**src/rtl/result_streamer.sv**
```systemverilog
// -----------------------------------------------------------------------------
// result_streamer
//
// Drain stage of the matrix multiplier. A rising edge on result_ready starts a
// read of the result matrix from memory port B. The read order is header rows,
// then header cols, then the elements in row-major order. The elements go out
// as a valid/ready word stream, and out_last marks the final element. A
// 2-entry prefetch buffer hides the 1-cycle memory read latency and absorbs
// backpressure.
//
// Optional build macro:
//   STREAM_HEADER_EN - emit rows and cols as two header beats ahead of the
//                      elements. An empty matrix then still produces the two
//                      header beats, with out_last on the cols beat.
//
// Ports:
//   clk           in   rising-edge clock
//   reset         in   asynchronous, active-high reset
//   result_ready  in   multiplier done flag; a 0->1 edge starts a drain
//   mem_addr      out  read address to memory port B (held while idle)
//   mem_q         in   memory read data, valid 1 cycle after mem_addr
//   out_data      out  stream word (head of the prefetch buffer)
//   out_valid     out  out_data is valid
//   out_ready     in   sink accepts when out_valid & out_ready
//   out_last      out  final beat of the matrix
//   busy          out  drain in progress, from start edge through done cycle
//   done          out  1-cycle pulse after the final beat, or on empty/error
//   dim_error     out  sticky rows/cols > MAX_LEN flag, cleared on next start
// -----------------------------------------------------------------------------
module result_streamer #(
   parameter int          DATA_WIDTH  = 32,
   parameter int          ADDR_WIDTH  = 12,
   parameter int          MAX_LEN     = 100,
   parameter int          MAX_LEN_LOG = 7,
   parameter int unsigned RESULT_BASE = 0
) (
   input  logic                  clk,
   input  logic                  reset,
   input  logic                  result_ready,
   output logic [ADDR_WIDTH-1:0] mem_addr,
   input  logic [DATA_WIDTH-1:0] mem_q,
   output logic [DATA_WIDTH-1:0] out_data,
   output logic                  out_valid,
   input  logic                  out_ready,
   output logic                  out_last,
   output logic                  busy,
   output logic                  done,
   output logic                  dim_error
);

   localparam int TW = 2 * MAX_LEN_LOG;   // width of rows*cols
   localparam int CW = TW + 1;            // item counter, room for header beats
   localparam logic [ADDR_WIDTH-1:0] BASE_A = ADDR_WIDTH'(RESULT_BASE);
   localparam logic [DATA_WIDTH-1:0] MAX_D  = DATA_WIDTH'(MAX_LEN);

`ifdef STREAM_HEADER_EN
   localparam logic [CW-1:0] HDR_ITEMS = CW'(2);
`else
   localparam logic [CW-1:0] HDR_ITEMS = '0;
`endif

   typedef enum logic [2:0] {
      S_IDLE, S_RD_ROWS, S_RD_COLS, S_CHECK, S_STREAM, S_FLUSH
   } state_t;

   state_t                  state_q;
   logic                    rr_q;
   logic                    busy_q;
   logic                    done_q;
   logic                    dim_err_q;
   logic [ADDR_WIDTH-1:0]   mem_addr_q;
   logic [DATA_WIDTH-1:0]   rows_q;
   logic [DATA_WIDTH-1:0]   cols_q;
   logic [CW-1:0]           n_items_q;
   logic [CW-1:0]           cnt_q;

   // Read-return stage: p1_q marks that mem_q carries an item issued last cycle.
   // Header items bypass memory and carry their word in p1_hword_q.
   logic                    p1_q;
   logic                    p1_last_q;
   logic                    p1_hdr_q;
   logic [DATA_WIDTH-1:0]   p1_hword_q;

   // Prefetch buffer, entry 0 is the head.
   logic [DATA_WIDTH-1:0]   buf_data_q [2];
   logic                    buf_last_q [2];
   logic [1:0]              occ_q;

   logic                    pop;
   logic                    push;
   logic [DATA_WIDTH-1:0]   push_data;
   logic [2:0]              credit;
   logic                    issue;
   logic [1:0]              occ_d;
   logic [1:0]              wr_pos;
   logic                    start;
   logic                    last_item;
   logic                    item_is_hdr;
   logic [DATA_WIDTH-1:0]   hdr_word;
   logic                    dims_bad;
   logic [TW-1:0]           total_w;
   logic [CW-1:0]           n_items_w;

   always_comb begin
      pop       = (occ_q != 2'd0) && out_ready;
      push      = p1_q;
      push_data = p1_hdr_q ? p1_hword_q : mem_q;
      // Count after this cycle's pop. This keeps occupancy plus the returning
      // read at or below 2, and still allows one beat per cycle.
      credit    = 3'({1'b0, occ_q}) - 3'(pop) + 3'(p1_q);
      issue     = (state_q == S_STREAM) && (credit < 3'd2);
      occ_d     = occ_q - 2'(pop) + 2'(push);
      wr_pos    = occ_q - 2'(pop);
      start     = result_ready && !rr_q && !busy_q && (state_q == S_IDLE);
      last_item = (cnt_q == n_items_q - CW'(1));
`ifdef STREAM_HEADER_EN
      item_is_hdr = (cnt_q < HDR_ITEMS);
`else
      item_is_hdr = 1'b0;
`endif
      hdr_word  = (cnt_q == '0) ? rows_q : cols_q;
      // In CHECK, mem_q holds the cols word.
      dims_bad  = (rows_q > MAX_D) || (mem_q > MAX_D);
      total_w   = TW'(rows_q[MAX_LEN_LOG-1:0]) * TW'(mem_q[MAX_LEN_LOG-1:0]);
      n_items_w = CW'(total_w) + HDR_ITEMS;
   end

   always_ff @(posedge clk or posedge reset) begin
      if (reset) begin
         state_q       <= S_IDLE;
         rr_q          <= 1'b0;
         busy_q        <= 1'b0;
         done_q        <= 1'b0;
         dim_err_q     <= 1'b0;
         mem_addr_q    <= '0;
         rows_q        <= '0;
         cols_q        <= '0;
         n_items_q     <= '0;
         cnt_q         <= '0;
         p1_q          <= 1'b0;
         p1_last_q     <= 1'b0;
         p1_hdr_q      <= 1'b0;
         p1_hword_q    <= '0;
         buf_data_q[0] <= '0;
         buf_data_q[1] <= '0;
         buf_last_q[0] <= 1'b0;
         buf_last_q[1] <= 1'b0;
         occ_q         <= 2'd0;
      end else begin
         rr_q   <= result_ready;
         done_q <= 1'b0;

         // Buffer: shift the head out on pop, then write the returning item
         // into the first free slot that remains after the pop.
         if (pop) begin
            buf_data_q[0] <= buf_data_q[1];
            buf_last_q[0] <= buf_last_q[1];
         end
         if (push) begin
            buf_data_q[wr_pos[0]] <= push_data;
            buf_last_q[wr_pos[0]] <= p1_last_q;
         end
         occ_q <= occ_d;

         p1_q <= issue;
         if (issue) begin
            p1_last_q  <= last_item;
            p1_hdr_q   <= item_is_hdr;
            p1_hword_q <= hdr_word;
            cnt_q      <= cnt_q + CW'(1);
            if (!item_is_hdr) mem_addr_q <= mem_addr_q + ADDR_WIDTH'(1);
         end

         case (state_q)
            S_IDLE: begin
               // busy stays high through the cycle that carries done
               busy_q <= 1'b0;
               if (start) begin
                  busy_q     <= 1'b1;
                  dim_err_q  <= 1'b0;
                  mem_addr_q <= BASE_A;
                  state_q    <= S_RD_ROWS;
               end
            end
            S_RD_ROWS: begin
               mem_addr_q <= BASE_A + ADDR_WIDTH'(1);
               state_q    <= S_RD_COLS;
            end
            S_RD_COLS: begin
               rows_q  <= mem_q;
               state_q <= S_CHECK;
            end
            S_CHECK: begin
               cols_q     <= mem_q;
               cnt_q      <= '0;
               n_items_q  <= n_items_w;
               mem_addr_q <= BASE_A + ADDR_WIDTH'(2);
               if (dims_bad) begin
                  dim_err_q <= 1'b1;
                  done_q    <= 1'b1;
                  state_q   <= S_IDLE;
               end else if (n_items_w == '0) begin
                  done_q  <= 1'b1;
                  state_q <= S_IDLE;
               end else begin
                  state_q <= S_STREAM;
               end
            end
            S_STREAM: begin
               if (issue && last_item) state_q <= S_FLUSH;
            end
            S_FLUSH: begin
               if (pop && buf_last_q[0]) begin
                  done_q  <= 1'b1;
                  state_q <= S_IDLE;
               end
            end
            default: state_q <= S_IDLE;
         endcase
      end
   end

   assign mem_addr  = mem_addr_q;
   assign out_data  = buf_data_q[0];
   assign out_valid = (occ_q != 2'd0);
   assign out_last  = (occ_q != 2'd0) && buf_last_q[0];
   assign busy      = busy_q;
   assign done      = done_q;
   assign dim_error = dim_err_q;

endmodule

```
**config.mk**
```make
export PLATFORM = sky130hd
export DESIGN_NAME = result_streamer
export DESIGN_NICKNAME = d
export VERILOG_FILES = /design/src/rtl/result_streamer.sv
export SDC_FILE = /design/constraint.sdc
export NUM_CORES = 1
export LEC_CHECK = 0
export ABC_CLOCK_PERIOD_IN_PS = 5960
export CORE_ASPECT_RATIO = 1.4
export CORE_MARGIN = 10
export CORE_UTILIZATION = 30
export DETAILED_ROUTE_END_ITERATION = 8
export GPL_TIMING_DRIVEN = 0
export RECOVER_POWER = 50
export SKIP_LAST_GASP = 1
export SLEW_MARGIN = 20
export SYNTH_ARGS = -nofsm -noshare
export SYNTH_HDL_FRONTEND = slang
export SYNTH_SLANG_ARGS = --single-unit
```
**constraint.sdc**
```tcl
create_clock -name clk -period 5.96 [get_ports clk]
set_input_delay 0.894 -clock clk [delete_from_list [all_inputs] [get_ports clk]]
set_output_delay 0.894 -clock clk [all_outputs]
set_load 0.02 [all_outputs]
```
Word-level counts from Yosys, hierarchy flattened
Cells that the tools add are included. Widths: inputs -> output; s select.

Register bits: 150. Input bits: 36. Output and inout bits: 49. Word-level logic and storage cells: 88.

Add/subtract/negate cells: 7. Multipliers: 1. Magnitude comparators: 5. Equal/unequal tests: 10. Mux-type cells: 29. Bitwise logic cells: 1. Reduce and logical (&&, ||, !) cells: 19.

Operators with widths (count): $bwmux 64 (1); $gt 32x7->1 const B (2); $mux 32 (2); $mux 64 (1); $pmux 12 s3 (1); $demux 32 s1 (1); $mux 15 (2); $mux 12 (2); $pmux 3 s6 (1); $add 15x1->15 const B (1); $eq 15x15->1 (1); $logic_not 15->1 (1); $mux 3 (5); $sub 14x1->15 const B (1); $mul 7x7->14 (1); $add 12x1->12 const B (1); $logic_and 1x1->1 (9); $mux 1 (8); $eq 3x2->1 const B (2); $eq 3x3->1 const B (2); $ne 2x2->1 const B (3); $reduce_and 3->1 (2); $reduce_bool 2->1 (3); $pmux 1 s2 (2); 16 further kinds (17).

Logic depth before layout (Yosys ltp)
Gate-level depths: netlist (run 1).

Depth in word-level cells: 10. Gate-level depth with buffers: 17. Gate-level depth less buffers: 16.

Least setup slack after synthesis (run 1)
Ideal clock, no wire load.

Kind: input to register. From: input mem_q[3]. To: register state_q[2]. Setup time: 0.124 ns. Arrival: 5.043 ns. Data required time: 5.836 ns. Setup slack: 0.793 ns. Stages: 17. Buffers on the path: 1. Cell sequence: clkbuf_1 > and2_1 > fa_1 > inv_1 > fa_1 > inv_1 > fa_1 > inv_1 > fa_1 > inv_1 > ha_1 > a21oi_1 > o211ai_1 > a221oi_1 > xnor2_1 > nand4_1 > o31a_1.

Word-level cells in the longest chain between the ends: 5. Elaborated cells on any way between the ends: 7. Those cells by class: 1 x mul; 1 x order compare; 3 x mux; 2 x reduce/logical.

Ends and longest elaborated chain: start, declared (RTL line 41) `input logic [DATA_WIDTH-1:0] mem_q,`; $mul 7x7->14 (RTL line 124) `total_w = TW'(rows_q[MAX_LEN_LOG-1:0]) * TW'(mem_q[MAX_LEN_LOG-1:0]);`; $logic_not 15->1 (RTL line 202) `end else if (n_items_w == '0) begin`; $mux 3 (RTL line 202); $mux 3 (*) (RTL line 198) `if (dims_bad) begin`; $pmux 3 s6 (*) (RTL line 174) `case (state_q)`; end signal, assigned (RTL line 201) `state_q <= S_IDLE;`; end signal, assigned (RTL line 204) `state_q <= S_IDLE;`; end signal, assigned (RTL line 206) `state_q <= S_STREAM;`; end, declared (RTL line 66) `state_t state_q;`.

Every way passes the cells marked *; elsewhere a longest branch is shown, timed or not. A chain may end at the register's enable or synchronous reset.

Final worst setup path (run 1)
Ends and elaborated chain as after synthesis.

==> results of run 1 <==
## report_power, final
part           internal (mW)  switching, mW
clock network          0.562          0.504
logic                 0.0801          0.121
registers               1.03        0.00542
total                   1.67          0.630
## per-layer routing
layer  GRT usage (%)  vias to the layer above
met5               0                        -
met4            3.58                        0
met3            2.27                       23
met2            19.3                      110
met1            14.4                     3201
li1                -                     3122
## final timing paths
check	to	slack [ps]	cells past startpoint
worst max-delay path	state_q[2]	320	18
worst min-delay path	flip-flop	510	1
worst max register to register	state_q[2]	1010	16
worst min register to register	flip-flop	510	1
max in group asynchronous	n_items_q[12]	1470	2
min in group asynchronous	out_data[26]	2330	2
## layout by cell type, fill, tap and decap left out, types with 5 or more instances in the layout
cell type        Yosys  routed
dlygate4sd3_1        0      19
buf_4               32      32
o21ai_0             50      50
and2_1              41      41
nand3_1             12      12
inv_8                0       7
clkdlybuf4s50_1      0      65
nor3_1               9       9
a31oi_1              5       5
fa_1                25      25
mux2i_1             36      36
clkbuf_1            35      32
mux2_2              68      68
a21oi_1             17      16
inv_1               43      43
nor4_1              17      17
nand2_1             94      94
xnor2_1             34      34
nor2_1              43      43
xor2_1              17      17
dfrtp_1            150     150
ha_1                38      38
clkbuf_16            0      17
nand4_1             15      15
## final cells by class
class | instances | share of cell area, %
plain buffers | 69 | 3.56
inverters | 43 | 1.50
repair buffers | 85 | 8.05
clock inverters | 15 | 1.47
multi-input cells | 588 | 42.3
well taps | 380 | 4.41
clock buffers | 17 | 3.94
flip-flops and latches | 150 | 34.8
## metrics by stage
step | worst slack, ps | TNS (ps) | std cells | hold WS [ps]
floorplan | 793 | 0 | 853 | 466
finish | 322 | 0 | 1347 | 510
global route | 15.0 | 0 | 1347 | 525
global placement | -1190 | -177090 | 1317 | 488
detailed placement | -496 | -759 | 1318 | 495
CTS | 100 | 0 | 1350 | 511
## timing repair
action,CTS,global route
setup endpoints to repair,1,2
hold endpoints to repair,0,0
gates resized for setup,1,2
## kinds of logic (layout without fill, tap and decap cells)
group / Yosys count / in the layout
multiplexers: 104 / 104
adder cells (fa/ha/maj): 63 / 63
AND/OR/NAND/NOR: 258 / 258
AO/OA/AOI/OAI: 111 / 111
buffers and inverters: 115 / 229
XOR/XNOR: 52 / 52
flip-flops: 150 / 150
==> results.cfg, run 1 <==
[run_status]
violations = capacitance limit, slew limit
status = complete, but fails checks

[sta]
fin_crit_sh_pct = 94.6
fmaxAchievable_ghz = 0.177
rsz0062_at_grt = false
worst_slew_pin_slew_ps = 3800
fin_worst_skew_ps = 7.26
fin_crit_ps = 5640
finalHoldViolations = 0
finalMaxSlewViolations = 98
setup_viol = 0
slew_headroom_pct = -153

[routing]
ant_nets = 0
firstDrtPassIters = 4
wl_met2_um = 10300
drc = 0
vias = 6456
wl_met3_um = 727
vias_per_cell = 4.79
wl_met1_um = 9370
finalWirelength_um = 20700
top_layer = met4
routedWlPerCell_um = 15.4
drt_iter0_drc = 274

[power_and_ir_drop]
p_total_mw = 2.30
p_leak_nw = 5.15
power.density_nw_per_um2 = 213
ir_drop_uv = 203

[logic_synthesis]
synthTopCellsByArea = dfrtp_1, mux2_2, fa_1
synth_xor_area_share_pct = 5.30
ys_ff_latch = 150
synthDistinctLibCells = 60
synth_cells = 853
synth-edff-count = 0
synthArstFlopShare_pct = 100
synth_seq_area_share_pct = 42.4
synth_top_flop_cell = dfrtp_1
yosysMostFrequentCell = dfrtp_1
netlist_area_um2 = 8850
synthMuxAreaShare_pct = 12.7
yosys.area.top_type = dfrtp_1
synthesis.nets = 952
yosys-top-cells-count = dfrtp_1, nand2_1, mux2_2
synth_warnings = 0
postSynthAreaPerCell_um2 = 10.4
synthSimpleGateAreaFrac_pct = 14.5
synth_top_family_by_area = simple AND/OR/NAND/NOR gates
synthAdderAreaFrac_pct = 11.0
synth-compound-area-share_pct = 7.76
yosysTopAreaCellShare_pct = 42.4

[critical_path]
slowest_stage = fa_1
reg2reg_from = rows_q[3]
cp.required_ps = 6280
setup.worst_path.start = mem_q[3]
cp.buffers_inverters = 6
critPathKind = in2reg
crit_path_max_incr_delay_ps = 530
worstPathCellList = clkdlybuf4s50_1 -> clkbuf_1 -> and2_1 -> fa_1 -> inv_1 -> fa_1 -> inv_1 -> fa_1 -> inv_1 -> fa_1 -> inv_1 -> ha_1 -> a21oi_2 -> o211ai_1 -> a221oi_1 -> xnor2_1 -> nand4_1 -> o31a_1
startpoint_type = input pin
crit_arrival_ps = 5960
crit_family = adder cells
critPathMaxFanout = 10
endpoint_kind = flip-flop

[layout]
final_area_um2 = 10800
regArea_um2 = 3750
drive_gt1_share_pct = 14.9
area_delta_synth_final_pct = 21.8
fin_util_pct = 37.0
insertedDiodeCount = 0
nNetsFinal = 1053
nFillCells = 2905
multi_input_area_um2 = 4560

[placed_design]
place.port_buffers = 84
placed_area_um2 = 10200
dpl.hpwl_um = 15600
gp_congestion = 0.839

[clocking]
cts_setup_buffers = 0
clk_path_buf_depth = 2
cts_tree = yes
clk_latency_ps = 430
cts_made_buffers = 17
cts_root_buf = clkbuf_16
cts_htree_levels = 4
cts.sinks = 150
path_clk_slew_ps = 70
ctsHoldBuffers = 0

[die]
start_util_pct = 30.4
dieWidth_um = 165
core-area_um2 = 29200
rows = 74
dieArea_um2 = 36900
die_h_um = 223
ios = 85

[global_routing]
grt_max_degree = 99
antenna_found_initial = 0
first_global_vias = 6765
track_usage_pct = 11.5
grt-ovfl-total = 0
grt_pass1_wl_um = 34700

[run]
maxCapViolations = 1

[worst_hold_path]
min_path_type = reg2reg
Note: power is estimated with default switching activity, not from simulation.
==> run 2: changes to the inputs <==
ABC_AREA = 1   (was default)
==> run 2 against run 1 <==
- the flow still finishes with violations (capacitance limit, slew limit)
- fmax increased by 14%
- sequential share of layout area decreased by 0.55 points
- sequential power increased by 67%
- synthesized cell count increased by 36%
- worst setup slack improved by 700 ps
- largest cell class unchanged
- sequential cell count unchanged
- largest power group is now combinational cells
==> results.cfg, run 2 <==
[run_status]
status = complete, but fails checks
violations = capacitance limit, slew limit

[critical_path]
cp-endpoint = done
critPathKind = in2reg
crit_arrival_ps = 5230
critPathMaxFanout = 9
rr_endpoint = done
r2r_slack_ps = 1200
rr_worst_depth = 22
reg2reg_from = rows_q[0]
setup.worst_path.start = mem_q[6]
endpoint_kind = flip-flop
startpoint_type = input pin
cp.required_ps = 6260

[logic_synthesis]
synthTopCellsByArea = dfrtp_1, nand2_1, inv_1
yosys-top-cells-count = nand2_1, inv_1, dfrtp_1
netlist_area_um2 = 9070
synthesis.nets = 1263
synth-edff-count = 0
yosysTopAreaCellShare_pct = 41.4
yosysMostFrequentCell = nand2_1
postSynthAreaPerCell_um2 = 7.80
ys_ff_latch = 150
yosys.area.top_type = dfrtp_1
synth_warnings = 0
synth_top_flop_cell = dfrtp_1
synthArstFlopShare_pct = 100
synthDistinctLibCells = 35
synth_seq_area_share_pct = 41.4
synth_cells = 1164

[layout]
layout_commonest_cell = nand2_1
nNetsFinal = 1360
final_cell_mix = nand2_1, inv_1, dfrtp_1
drive_gt1_share_pct = 7.06
final_area_um2 = 11000
area_delta_synth_final_pct = 20.8

[global_routing]
grt_max_degree = 84
grt-ovfl-total = 0
track_usage_pct = 12.9
grt_pass1_wl_um = 40200
first_global_vias = 7733
antenna_found_initial = 3

[clocking]
cts_setup_buffers = 0
cts_htree_levels = 4
cts_made_buffers = 17
clk_latency_ps = 440
ctsHoldBuffers = 0
cts.sinks = 150
ctsResizeCount = 0
cts_tree = yes
path_clk_slew_ps = 70
clk_path_buf_depth = 2
cts_root_buf = clkbuf_16

[sta]
finalHoldViolations = 0
fin_worst_skew_ps = 17.7
slew_headroom_pct = -110
finalMaxSlewViolations = 68
rsz0062_at_grt = false
fin_crit_sh_pct = 82.8
fmaxAchievable_ghz = 0.203
setup_viol = 0
whs_ps = 486
worst_slew_pin_slew_ps = 3140
fin_crit_ps = 4930

[placed_design]
place.port_buffers = 77
gp_congestion = 0.870
dpl.hpwl_um = 18600
placed_area_um2 = 10400

[routing]
vias_per_cell = 4.65
ant_nets = 0
drt_iter0_drc = 468
firstDrtPassIters = 5
finalWirelength_um = 24100
vias = 7726
routedWlPerCell_um = 14.5
drc = 0

[die]
rows = 75
core-area_um2 = 29900
dieArea_um2 = 37700
ios = 85
die_h_um = 226
start_util_pct = 30.3
dieWidth_um = 167

[power_and_ir_drop]
clkPwrFrac_pct = 17.1
combPwrFrac_pct = 56.8
power.density_nw_per_um2 = 599
p_int_mw = 3.55
seq_power_share_pct = 26.1
ir_drop_uv = 263
p_leak_nw = 5.48
swShare_pct = 46.0
net-switching-power_mw = 3.02

[run]
maxCapViolations = 1

[worst_hold_path]
min_path_type = reg2reg
run 2: changes by cell type in the layout (fill, tap and decap cells not counted), sizes merged, moves of 47 or more:
| cell | delta |
|---|---|
| mux2 | -67 |
| o21ai | +50 |
| nor2 | +79 |
| a21oi | +47 |
| inv | +140 |
| nand2 | +153 |
run 2: stage by stage:
| stage | util, % | power [mW] | std cells | setup TNS [ps] | setup slack [ps] |
|---|---|---|---|---|---|
| 2_1_floorplan | - | 4.38 | 1164 | 0 | 1030 |
| 3_3_place_gp | 34.5 | 5.43 | 1626 | -175090 | -1180 |
| 3_5_place_dp | 34.6 | 5.48 | 1627 | 0 | 547 |
| 4_1_cts | 36.6 | 6.65 | 1659 | 0 | 993 |
| 5_1_grt | 36.6 | 7.26 | 1659 | 0 | 727 |
| 6_report | 36.6 | 6.57 | 1660 | 0 | 1030 |
run 2: final cells by class:
class	count	area (um2)
Fill cell	3055	19000
Multi-Input combinational cell	752	4210
Sequential cell	150	3750
Timing Repair Buffer	78	798
Inverter	183	688
Tap cell	385	482
Clock buffer	17	425
Buffer	79	425
Clock inverter	15	180
Antenna cell	1	2.50
run 2: cell families after synthesis:
logic type / Yosys count / synth area share [%]
compound gates: 199 / 11.6
mux: 1 / 0.124
xor+xnor: 22 / 2.12
buf+inv: 262 / 12.3
fa+ha+maj: 63 / 10.8
simple gates: 467 / 21.7
flops: 150 / 41.4
run 2: worst min path at each step:
stage	slack, ps	end	from	cells past startpoint
after global routing	510	rows_q[18]	rows_q[18]	2
after CTS	480	rows_q[15]	rows_q[15]	2
after detailed placement	470	rows_q[15]	rows_q[15]	2
after global placement	460	rows_q[15]	rows_q[15]	2
after floorplan	450	rows_q[15]	rows_q[15]	2
final	490	rows_q[15]	rows_q[15]	2
run 2: worst max-delay path: stages:
cell	delay, ps
clkbuf_1	340
nand2_1	150
fa_1	520
fa_1	540
inv_1	50
fa_1	530
inv_1	50
fa_1	530
inv_1	40
ha_1	350
nand2_1	70
nand2_1	90
nand2_1	60
nand2_1	80
inv_1	40
nand2_1	70
xor2_1	310
nor2_1	90
nand3_1	170
nand2_1	70
nand2_1	60
nand2_1	100
run 2: power groups by stage:
stage               clock network [mW]  registers, mW  logic (mW)
floorplan                            0           1.66        2.73
global placement                     0           1.72        3.71
detailed placement                   0           1.73        3.76
CTS                               1.15           1.71        3.79
global route                      1.19           1.76        4.31
finish                            1.13           1.72        3.73
run 2: layer usage:
layer | up-vias | global-route usage (%) | part of all wire (%)
li1 | 3860 | - | -
met1 | 3699 | 15.6 | 44
met2 | 137 | 22.5 | 50
met3 | 26 | 2.57 | 3.7
met4 | 4 | 3.69 | 1.5
met5 | - | 0 | 0.10
